==> src/rtl/nibble_serial_adder_ctrl.sv <==
// Purpose : WIDTH-bit add (optionally subtract) done one nibble per cycle, LSB
//           first, through a single shared 4-bit adder with a registered carry.
// Latency : start accepted at edge T -> done pulses in the cycle after T+NIBBLES.
// Backpr. : none; start is ignored while busy (no queueing). A start during
//           the done cycle is accepted, so operations can run back to back.
//
// Ports:
//   clk    - clock; all state changes on the rising edge
//   reset  - synchronous, active-high; aborts any operation in flight
//   start  - request; accepted only when not busy (IDLE or DONE)
//   a, b   - WIDTH-bit operands, sampled on the accepting edge
//   c_in   - carry into nibble 0, sampled on the accepting edge
//   sub    - (only with ADDSEQ_SUB_EN) 1 = compute a - b, c_out=1 means no borrow
//   busy   - high while nibbles are being processed
//   done   - one-cycle pulse, sum/c_out valid
//   sum    - result, held from done until the next accepted start
//   c_out  - carry out of the top nibble, held with sum
//
// Optional feature macro: ADDSEQ_SUB_EN (adds the sub port and subtraction).
// WIDTH must be a multiple of 4 and at least 4.

// 4-bit ripple adder shared by the sequencer; purely combinational.
module adder (
  input  logic [3:0] x,
  input  logic [3:0] y,
  input  logic       c_in,
  output logic [3:0] out,
  output logic       c_out
);
  assign {c_out, out} = {1'b0, x} + {1'b0, y} + {4'b0000, c_in};
endmodule

module nibble_serial_adder_ctrl #(
  parameter int WIDTH = 16
) (
  input  logic             clk,
  input  logic             reset,
  input  logic             start,
  input  logic [WIDTH-1:0] a,
  input  logic [WIDTH-1:0] b,
  input  logic             c_in,
`ifdef ADDSEQ_SUB_EN
  input  logic             sub,
`endif
  output logic             busy,
  output logic             done,
  output logic [WIDTH-1:0] sum,
  output logic             c_out
);

  localparam int NIBBLES = WIDTH / 4;
  localparam int IDX_W   = (NIBBLES > 1) ? $clog2(NIBBLES) : 1;
  localparam logic [IDX_W-1:0] LAST_IDX = IDX_W'(NIBBLES - 1);

  typedef enum logic [1:0] {
    S_IDLE = 2'd0,
    S_RUN  = 2'd1,
    S_DONE = 2'd2
  } state_t;

  state_t             r_state;
  logic [WIDTH-1:0]   r_a;
  logic [WIDTH-1:0]   r_b;
  logic               r_carry;
  logic [IDX_W-1:0]   r_idx;
  logic [WIDTH-1:0]   r_sum;
  logic               r_cout;
  logic               r_busy;
  logic               r_done;

  logic [3:0]         w_x;
  logic [3:0]         w_y;
  logic [3:0]         w_nib_sum;
  logic               w_nib_cout;
  logic               w_accept;

  // Adder sees only registered operands/carry, so a/b never reach the outputs
  // combinationally.
  assign w_x = r_a[r_idx*4 +: 4];
  assign w_y = r_b[r_idx*4 +: 4];

  adder u_adder (
    .x     (w_x),
    .y     (w_y),
    .c_in  (r_carry),
    .out   (w_nib_sum),
    .c_out (w_nib_cout)
  );

  // A new request is taken whenever no operation is in flight.
  assign w_accept = start && (r_state != S_RUN);

  always_ff @(posedge clk) begin
    if (reset) begin
      r_state <= S_IDLE;
      r_a     <= '0;
      r_b     <= '0;
      r_carry <= 1'b0;
      r_idx   <= '0;
      r_sum   <= '0;
      r_cout  <= 1'b0;
      r_busy  <= 1'b0;
      r_done  <= 1'b0;
    end else if (w_accept) begin
      // sum/c_out are left alone here; the first RUN edge starts overwriting.
      r_a     <= a;
`ifdef ADDSEQ_SUB_EN
      // Subtract as a + ~b + 1; c_in is irrelevant when subtracting.
      r_b     <= sub ? ~b : b;
      r_carry <= sub | c_in;
`else
      r_b     <= b;
      r_carry <= c_in;
`endif
      r_idx   <= '0;
      r_state <= S_RUN;
      r_busy  <= 1'b1;
      r_done  <= 1'b0;
    end else begin
      case (r_state)
        S_IDLE: begin
          r_busy <= 1'b0;
          r_done <= 1'b0;
        end
        S_RUN: begin
          r_sum[r_idx*4 +: 4] <= w_nib_sum;
          r_carry             <= w_nib_cout;
          if (r_idx == LAST_IDX) begin
            r_cout  <= w_nib_cout;
            r_idx   <= '0;
            r_state <= S_DONE;
            r_busy  <= 1'b0;
            r_done  <= 1'b1;
          end else begin
            r_idx <= r_idx + 1'b1;
          end
        end
        S_DONE: begin
          r_done  <= 1'b0;
          r_state <= S_IDLE;
        end
        default: begin
          r_state <= S_IDLE;
          r_busy  <= 1'b0;
          r_done  <= 1'b0;
        end
      endcase
    end
  end

  assign busy  = r_busy;
  assign done  = r_done;
  assign sum   = r_sum;
  assign c_out = r_cout;

endmodule

==> config.mk <==
export PLATFORM = sky130hd
export DESIGN_NAME = nibble_serial_adder_ctrl
export DESIGN_NICKNAME = d
export VERILOG_FILES = /design/src/rtl/nibble_serial_adder_ctrl.sv
export SDC_FILE = /design/constraint.sdc
export NUM_CORES = 1
export LEC_CHECK = 0
export CORE_MARGIN = 1
export CORE_UTILIZATION = 30
export DETAILED_ROUTE_END_ITERATION = 10
export DONT_BUFFER_PORTS = 1
export PLACE_DENSITY = 0.55
export SETUP_SLACK_MARGIN = 0.2
export SYNTH_ARGS = -nofsm -noshare
export SYNTH_HDL_FRONTEND = slang
export SYNTH_SLANG_ARGS = --single-unit
==> constraint.sdc <==
create_clock -name clk -period 3.4 [get_ports clk]
set_input_delay 0 -clock clk [delete_from_list [all_inputs] [get_ports clk]]
set_output_delay 0 -clock clk [all_outputs]
set_load 0.02 [all_outputs]
==> results of run 1 <==
==> power breakdown <==
group | switching [µW] | internal [µW] | leakage (µW)
clock network | 220 | 167 | 0.0000516
registers | 24.9 | 685 | 0.000457
logic | 96.7 | 86.4 | 0.000616
==> metrics by stage <==
step                setup WS, ps  total power [µW]  instance area [µm²]  instances  hold WS (ps)
floorplan                    808               848                 2460        262           136
global placement             660               862                 2500        351          77.5
detailed placement           588               864                 2500        351          78.4
CTS                          524              1300                 2970        394          12.4
global route                 407              1340                 2970        394          24.8
finish                       574              1280                 2970        394          16.5
==> synthesized netlist by cell type, types with 2 or more instances <==
library cell               number  share of area [%]
sky130_fd_sc_hd__nand2_1       69                 11
sky130_fd_sc_hd__dfxtp_1       56                 46
sky130_fd_sc_hd__a21oi_1       37                7.5
sky130_fd_sc_hd__nor2_1        22                3.4
sky130_fd_sc_hd__a22oi_1       12                3.7
sky130_fd_sc_hd__ha_1           9                4.6
sky130_fd_sc_hd__mux4_2         8                7.3
sky130_fd_sc_hd__clkbuf_1       6               0.92
sky130_fd_sc_hd__buf_4          5                1.5
sky130_fd_sc_hd__a32oi_1        4                1.4
sky130_fd_sc_hd__buf_6          4                1.8
sky130_fd_sc_hd__a211oi_1       2               0.61
sky130_fd_sc_hd__a21o_1         2               0.61
sky130_fd_sc_hd__fa_1           2                1.6
sky130_fd_sc_hd__inv_1          2               0.31
sky130_fd_sc_hd__nor2b_1        2               0.51
sky130_fd_sc_hd__nor3_2         2               0.81
==> path summary, 6_finish.rpt <==
path	from	slack (ps)	endpoint
max	r_idx[0]	570	c_out
min	reset	20	sum[1]
max reg2reg	r_idx[0]	570	c_out
min reg2reg	r_b[6]	460	r_b[6]
==> cell type report <==
type / count / share of cell area (%)
multi-input combinational: 188 / 41.2
sequential: 56 / 37.8
clock buffer: 6 / 2.78
tap: 102 / 4.30
clock inverter: 2 / 0.464
timing repair buffer: 38 / 13.2
inverter: 2 / 0.253
==> layer usage <==
metal	GRT usage (%)	wire length [µm]
met1	17.9	2630
met2	23.6	2800
met3	3.61	277
met4	2.73	29
met5	0	0
==> state kept, by name, summed over array words and instances, names as in the netlist <==
name and count:
r_a 16, c_out 1, sum 16, done 1
r_idx 2, busy 1, r_carry 1, r_state 2
r_b 16
==> timing repair <==
action / 4_1_cts / 5_1_grt
setup endpoints to repair: 0 / 0
hold buffers: 35 / 0
hold endpoints to repair: 56 / 0
==> cells by family (layout without fill, tap and decap cells) <==
| logic type | count (synthesis) | in the layout |
|---|---|---|
| AND/OR/NAND/NOR | 108 | 108 |
| flip-flops | 56 | 56 |
| AO/OA/AOI/OAI | 60 | 60 |
| adder cells (fa/ha/maj) | 11 | 11 |
| buffers and inverters | 18 | 48 |
| XOR/XNOR | 1 | 1 |
| multiplexers | 8 | 8 |
==> critical path: stages (launching register included) <==
cell	delay (ps)
sky130_fd_sc_hd__dfxtp_1	670
sky130_fd_sc_hd__mux4_2	590
sky130_fd_sc_hd__fa_1	450
sky130_fd_sc_hd__fa_1	420
sky130_fd_sc_hd__a21o_1	200
sky130_fd_sc_hd__a21oi_1	220
sky130_fd_sc_hd__a311oi_1	130
==> results.cfg, run 1 <==
[run_status]
outcome = finished clean

[yosys]
synth_xor_xnor_area_share_pct = 0.356
synth.lib_cells_used.distinct = 35
dominantRegCellSynth = sky130_fd_sc_hd__dfxtp_1
ys.warnings.count = 0
synth.area.mux_share_pct = 7.32
ys_seq_area_share_pct = 45.6
synth-adder-area-share_pct = 6.20
avgSynthCellArea_um2 = 9.39
synth_top_family_by_area = simple AND/OR/NAND/NOR gates
post_synth_instance_area_um2 = 2460
synthArstFlopShare_pct = 0
synthesized_area_fraction_occupied_by_and_or_nand_nor_cells_pct = 21.0
postSynthCellCount = 262
synth_enable_flop_cells = 0
synth.ff_latch_count = 56
synth_nets = 309
synth_compound_gate_area_share_pct = 14.7

[placed_design]
gp_routability_congestion = 0.768
hpwl_after_detailed_placement_um = 3930
port-buffer-count = 0

[global_routing]
maximum_number_of_pins_on_one_net_before_global_route_repair = 57
global_route_wire_length_before_repair_um = 9400
antenna_found_initial = 0
number_of_global_route_vias_before_repair = 1864
grt_overflow_total = 0
grt_util_all_layers_pct = 13.9

[floorplanning]
effective_utilization_at_floorplan_pct = 31.4
core_region_area_um2 = 7850
design.die.area_um2 = 8570
pin_count = 55
dieWidth_um = 92.6
rows = 32
die_y_um = 92.6

[clock_tree]
tritoncts = built
worstSkewPairLatency_ps = 310
cts_num_sinks = 56
clock-root-buffer = sky130_fd_sc_hd__clkbuf_8
postCtsResizedCells = 0
cts-buffers-inserted = 5
htreeDepth = 2
cts.reportedPaths.clkPinSlew_ps = 100
clock_path_buffers = 2
post_cts_buffers = 0

[worst_setup_path]
arrival_ps = 2980
worst_r2r_path_depth = 6
critPathMaxFanout = 10
critPathLaunchType = flop
required_ps = 3550
worst_setup_path_end_kind = flop
setup.worst_path.class = flop to flop

[detailed_routing]
number_of_nets_still_failing_antenna_checks_after_routing = 0
remaining_drc_errors = 0
vias_per_cell = 4.84
detail_route.iter0.violations = 69
first_pass_iters = 4
detailroute.via_count = 1907
drt-wirelength-per-cell_um = 14.6
route.final.wire_length_um = 5730

[timing]
slew_headroom_pct = 28.3
setup_viol = 0
final_report_max_slew_violation_count = 0
timing.clock.skew_ps = 6.14
layout_min_cycle_time_ps = 2830
fin_crit_sh_pct = 83.1
max_clock_freq_mhz = 354
timing_worst_slew_pin_value_ps = 1070
finalSetupTns_ps = 0
final-hold-violation-count = 0
setup_repair_after_global_routing_missed_its_margin = no

[worst_hold_path]
hold_path.class = primary input to flop
min_path_cells = 2

[cells_and_area]
n_antenna_cell = 0
final_util_pct = 37.8
final.fill_count = 856
design.final.nets = 338
layout.cells.most_common_list = sky130_fd_sc_hd__nand2_1, sky130_fd_sc_hd__dfxtp_1, sky130_fd_sc_hd__a21oi_1, sky130_fd_sc_hd__dlygate4sd3_1, sky130_fd_sc_hd__nor2_1
multiInputGateArea_um2 = 1220
seqCellArea_um2 = 1120
layout_commonest_cell = sky130_fd_sc_hd__nand2_1
flow.area_growth_from_synthesis_pct = 20.5
layout-drive-gt1-share_pct = 9.59

[power_and_ir_drop]
power.density_nw_per_um2 = 432
static-leakage-power_uw = 0.00112
worst_ir_drop_vdd_uv = 216

[job]
drv.max_cap_violation_count = 0
Note: power is estimated with default switching activity, not from simulation.
==> run 2: changes to the inputs <==
--- a/config.mk
+++ b/config.mk
@@ -5,11 +5,12 @@
 export SDC_FILE = /design/constraint.sdc
 export NUM_CORES = 1
 export LEC_CHECK = 0
+export ABC_AREA = 1
 export CORE_MARGIN = 1
 export CORE_UTILIZATION = 30
 export DETAILED_ROUTE_END_ITERATION = 10
 export DONT_BUFFER_PORTS = 1
-export PLACE_DENSITY = 0.55
+export PLACE_DENSITY = 0.56
 export SETUP_SLACK_MARGIN = 0.2
 export SYNTH_ARGS = -nofsm -noshare
 export SYNTH_HDL_FRONTEND = slang
==> constraint.sdc (replaced) <==
create_clock -name clk -period 2.5 [get_ports clk]
set_input_delay 0 -clock clk [delete_from_list [all_inputs] [get_ports clk]]
set_output_delay 0 -clock clk [all_outputs]
set_load 0.02 [all_outputs]
==> results.cfg, run 2 <==
[run_status]
outcome = finished clean

[timing]
final-hold-violation-count = 0
slew_headroom_pct = 51.9
setup_viol = 0
max_clock_freq_mhz = 444
layout_min_cycle_time_ps = 2250
timing_worst_slew_pin_value_ps = 719
finalSetupTns_ps = 0
fin_crit_sh_pct = 90.0
timing.clock.skew_ps = 9.44
setup_repair_after_global_routing_missed_its_margin = yes
final_report_max_slew_violation_count = 0

[yosys]
synth_xor_xnor_area_share_pct = 0.358
synth.cells.most_frequent = sky130_fd_sc_hd__nor2_1, sky130_fd_sc_hd__dfxtp_1, sky130_fd_sc_hd__nand2_1, sky130_fd_sc_hd__o21ai_0, sky130_fd_sc_hd__a21oi_1
post-synth-top-area-fraction_pct = 45.8
synth.ff_latch_count = 56
netlist_top_cells_area = sky130_fd_sc_hd__dfxtp_1, sky130_fd_sc_hd__nor2_1, sky130_fd_sc_hd__o21ai_0
synth_nets = 368
synth_top_cell_by_area = sky130_fd_sc_hd__dfxtp_1
synth_enable_flop_cells = 0
ys_seq_area_share_pct = 45.8
post_synth_instance_area_um2 = 2450
synth-adder-area-share_pct = 6.24
postSynthCellCount = 321
synth_compound_gate_area_share_pct = 17.7
synth.lib_cells_used.distinct = 27
synthArstFlopShare_pct = 0
avgSynthCellArea_um2 = 7.62
yosys.cell_count.top_type = sky130_fd_sc_hd__nor2_1
synthesized_area_fraction_occupied_by_and_or_nand_nor_cells_pct = 24.7
ys.warnings.count = 0
synth_top_family_by_area = simple AND/OR/NAND/NOR gates
dominantRegCellSynth = sky130_fd_sc_hd__dfxtp_1
synth.area.mux_share_pct = 0.409

[global_routing]
number_of_global_route_vias_before_repair = 2117
maximum_number_of_pins_on_one_net_before_global_route_repair = 36
grt_overflow_total = 0
grt_util_all_layers_pct = 15.0
global_route_wire_length_before_repair_um = 10400
antenna_found_initial = 0

[clock_tree]
clock-root-buffer = sky130_fd_sc_hd__clkbuf_8
cts-buffers-inserted = 5
worstSkewPairLatency_ps = 310
tritoncts = built
cts.reportedPaths.clkPinSlew_ps = 110
cts_num_sinks = 56
htreeDepth = 2
clock_path_buffers = 2

[worst_setup_path]
cp_common_cell = sky130_fd_sc_hd__fa_2
crit_path_cell_trace = buf_6, o21ai_2, o22ai_2, fa_2, fa_2, xor2_2, nand2_1, nor2_2, a22oi_1, nor2_1
worst_setup_path_end_kind = flop
critPathLaunchType = flop
crit_buf_inv = 1
arrival_ps = 2420
required_ps = 2670
critPathMaxFanout = 6
setup.worst_path.class = flop to flop
ff2ff_setup_slack_ps = 250
cp_slowest_cell = sky130_fd_sc_hd__fa_2
path_delay_family = adder cells
worst_path_largest_cell_delay_ps = 430

[detailed_routing]
first_pass_iters = 4
number_of_nets_still_failing_antenna_checks_after_routing = 0
detailroute.via_count = 2242
route.final.wire_length_um = 6410
vias_per_cell = 4.85
drt-wirelength-per-cell_um = 13.9
remaining_drc_errors = 0
detail_route.iter0.violations = 72

[cells_and_area]
layout-drive-gt1-share_pct = 13.1
final.fill_count = 833
final_std_cells_w_o_fill = 462
flow.area_growth_from_synthesis_pct = 26.9
final_util_pct = 39.8
n_antenna_cell = 0
layout_commonest_cell = sky130_fd_sc_hd__nor2_1
design.final.nets = 406
layout.cells.most_common_list = sky130_fd_sc_hd__nor2_1, sky130_fd_sc_hd__dfxtp_1, sky130_fd_sc_hd__nand2_1, sky130_fd_sc_hd__dlygate4sd3_1, sky130_fd_sc_hd__o21ai_0

[power_and_ir_drop]
power.density_nw_per_um2 = 599
clock_power_share_pct = 26.9
intPower_uw = 1300
static-leakage-power_uw = 0.00121
power.switching_fraction_pct = 29.9
share_comb_of_total_power_pct = 19.7
p_seq_share_pct = 53.3
worst_ir_drop_vdd_uv = 254
switchingPower_uw = 556

[floorplanning]
dieWidth_um = 92.3
core_region_area_um2 = 7810
design.die.area_um2 = 8520
rows = 32
pin_count = 55
die_y_um = 92.3
effective_utilization_at_floorplan_pct = 31.3

[job]
drv.max_cap_violation_count = 0

[placed_design]
gp_routability_congestion = 0.851
port-buffer-count = 0
placed_cells = 417
hpwl_after_detailed_placement_um = 4430

[worst_hold_path]
hold_path.class = primary input to flop
run 2: cells by family (layout without fill, tap and decap cells):
kind of cell / Yosys count / in the layout
fa+ha+maj: 11 / 11
flops: 56 / 56
buf+inv: 28 / 67
mux: 1 / 1
compound gates: 81 / 81
xor+xnor: 1 / 1
simple gates: 143 / 143
run 2: tightest hold or removal path: stages:
cell and delay [ps]:
sky130_fd_sc_hd__inv_1 70, sky130_fd_sc_hd__nor2_4 50, sky130_fd_sc_hd__buf_4 220, sky130_fd_sc_hd__o21ai_1 150
sky130_fd_sc_hd__nor2_1 40
run 2: layer usage:
metal	global-route usage (%)	routed length [µm]
met1	20.9	3100
met2	23.5	2890
met3	3.78	385
met4	2.86	33
met5	0	0
run 2: repair_timing:
item	CTS	global route
pin swaps	0	5
gates resized for setup	4	20
setup buffers	0	2
setup endpoints to repair	8	8
hold buffers	35	0
endpoints found under the hold margin	54	0
run 2: power by group through the flow:
stage	registers (µW)	logic, µW	clock network [µW]
after CTS	992	340	522
after detailed placement	1010	287	0
final	992	367	501
after global placement	1010	281	0
after global routing	998	406	565
after floorplan	997	216	0
run 2: stage by stage:
stage | setup WS, ps | cell area, µm² | hold slack (ps) | total power (µW)
final | 250 | 3110 | 262 | 1860
after global routing | 172 | 3110 | 282 | 1970
after CTS | 218 | 3030 | 253 | 1850
after detailed placement | 101 | 2580 | 73.6 | 1300
after global placement | 235 | 2580 | 71.7 | 1290
after floorplan | 213 | 2450 | 135 | 1210
run 2: worst paths after layout:
| check | cells after the start | to | from |
|---|---|---|---|
| min reg2reg | 2 | r_a[11] | r_a[11] |
| min | 5 | r_a[12] | start |
| max reg2reg | 10 | sum[14] | r_idx[0] |
| max | 10 | sum[14] | r_idx[0] |
run 2: layout make-up:
| class | instances | area [µm²] | share of cell area (%) |
|---|---|---|---|
| Clock buffer | 5 | 68.8 | 2.22 |
| Clock inverter | 3 | 23.8 | 0.765 |
| Inverter | 12 | 47.5 | 1.53 |
| Multi-Input combinational cell | 237 | 1270 | 40.8 |
| Sequential cell | 56 | 1130 | 36.3 |
| Tap cell | 102 | 128 | 4.11 |
| Timing Repair Buffer | 47 | 444 | 14.3 |
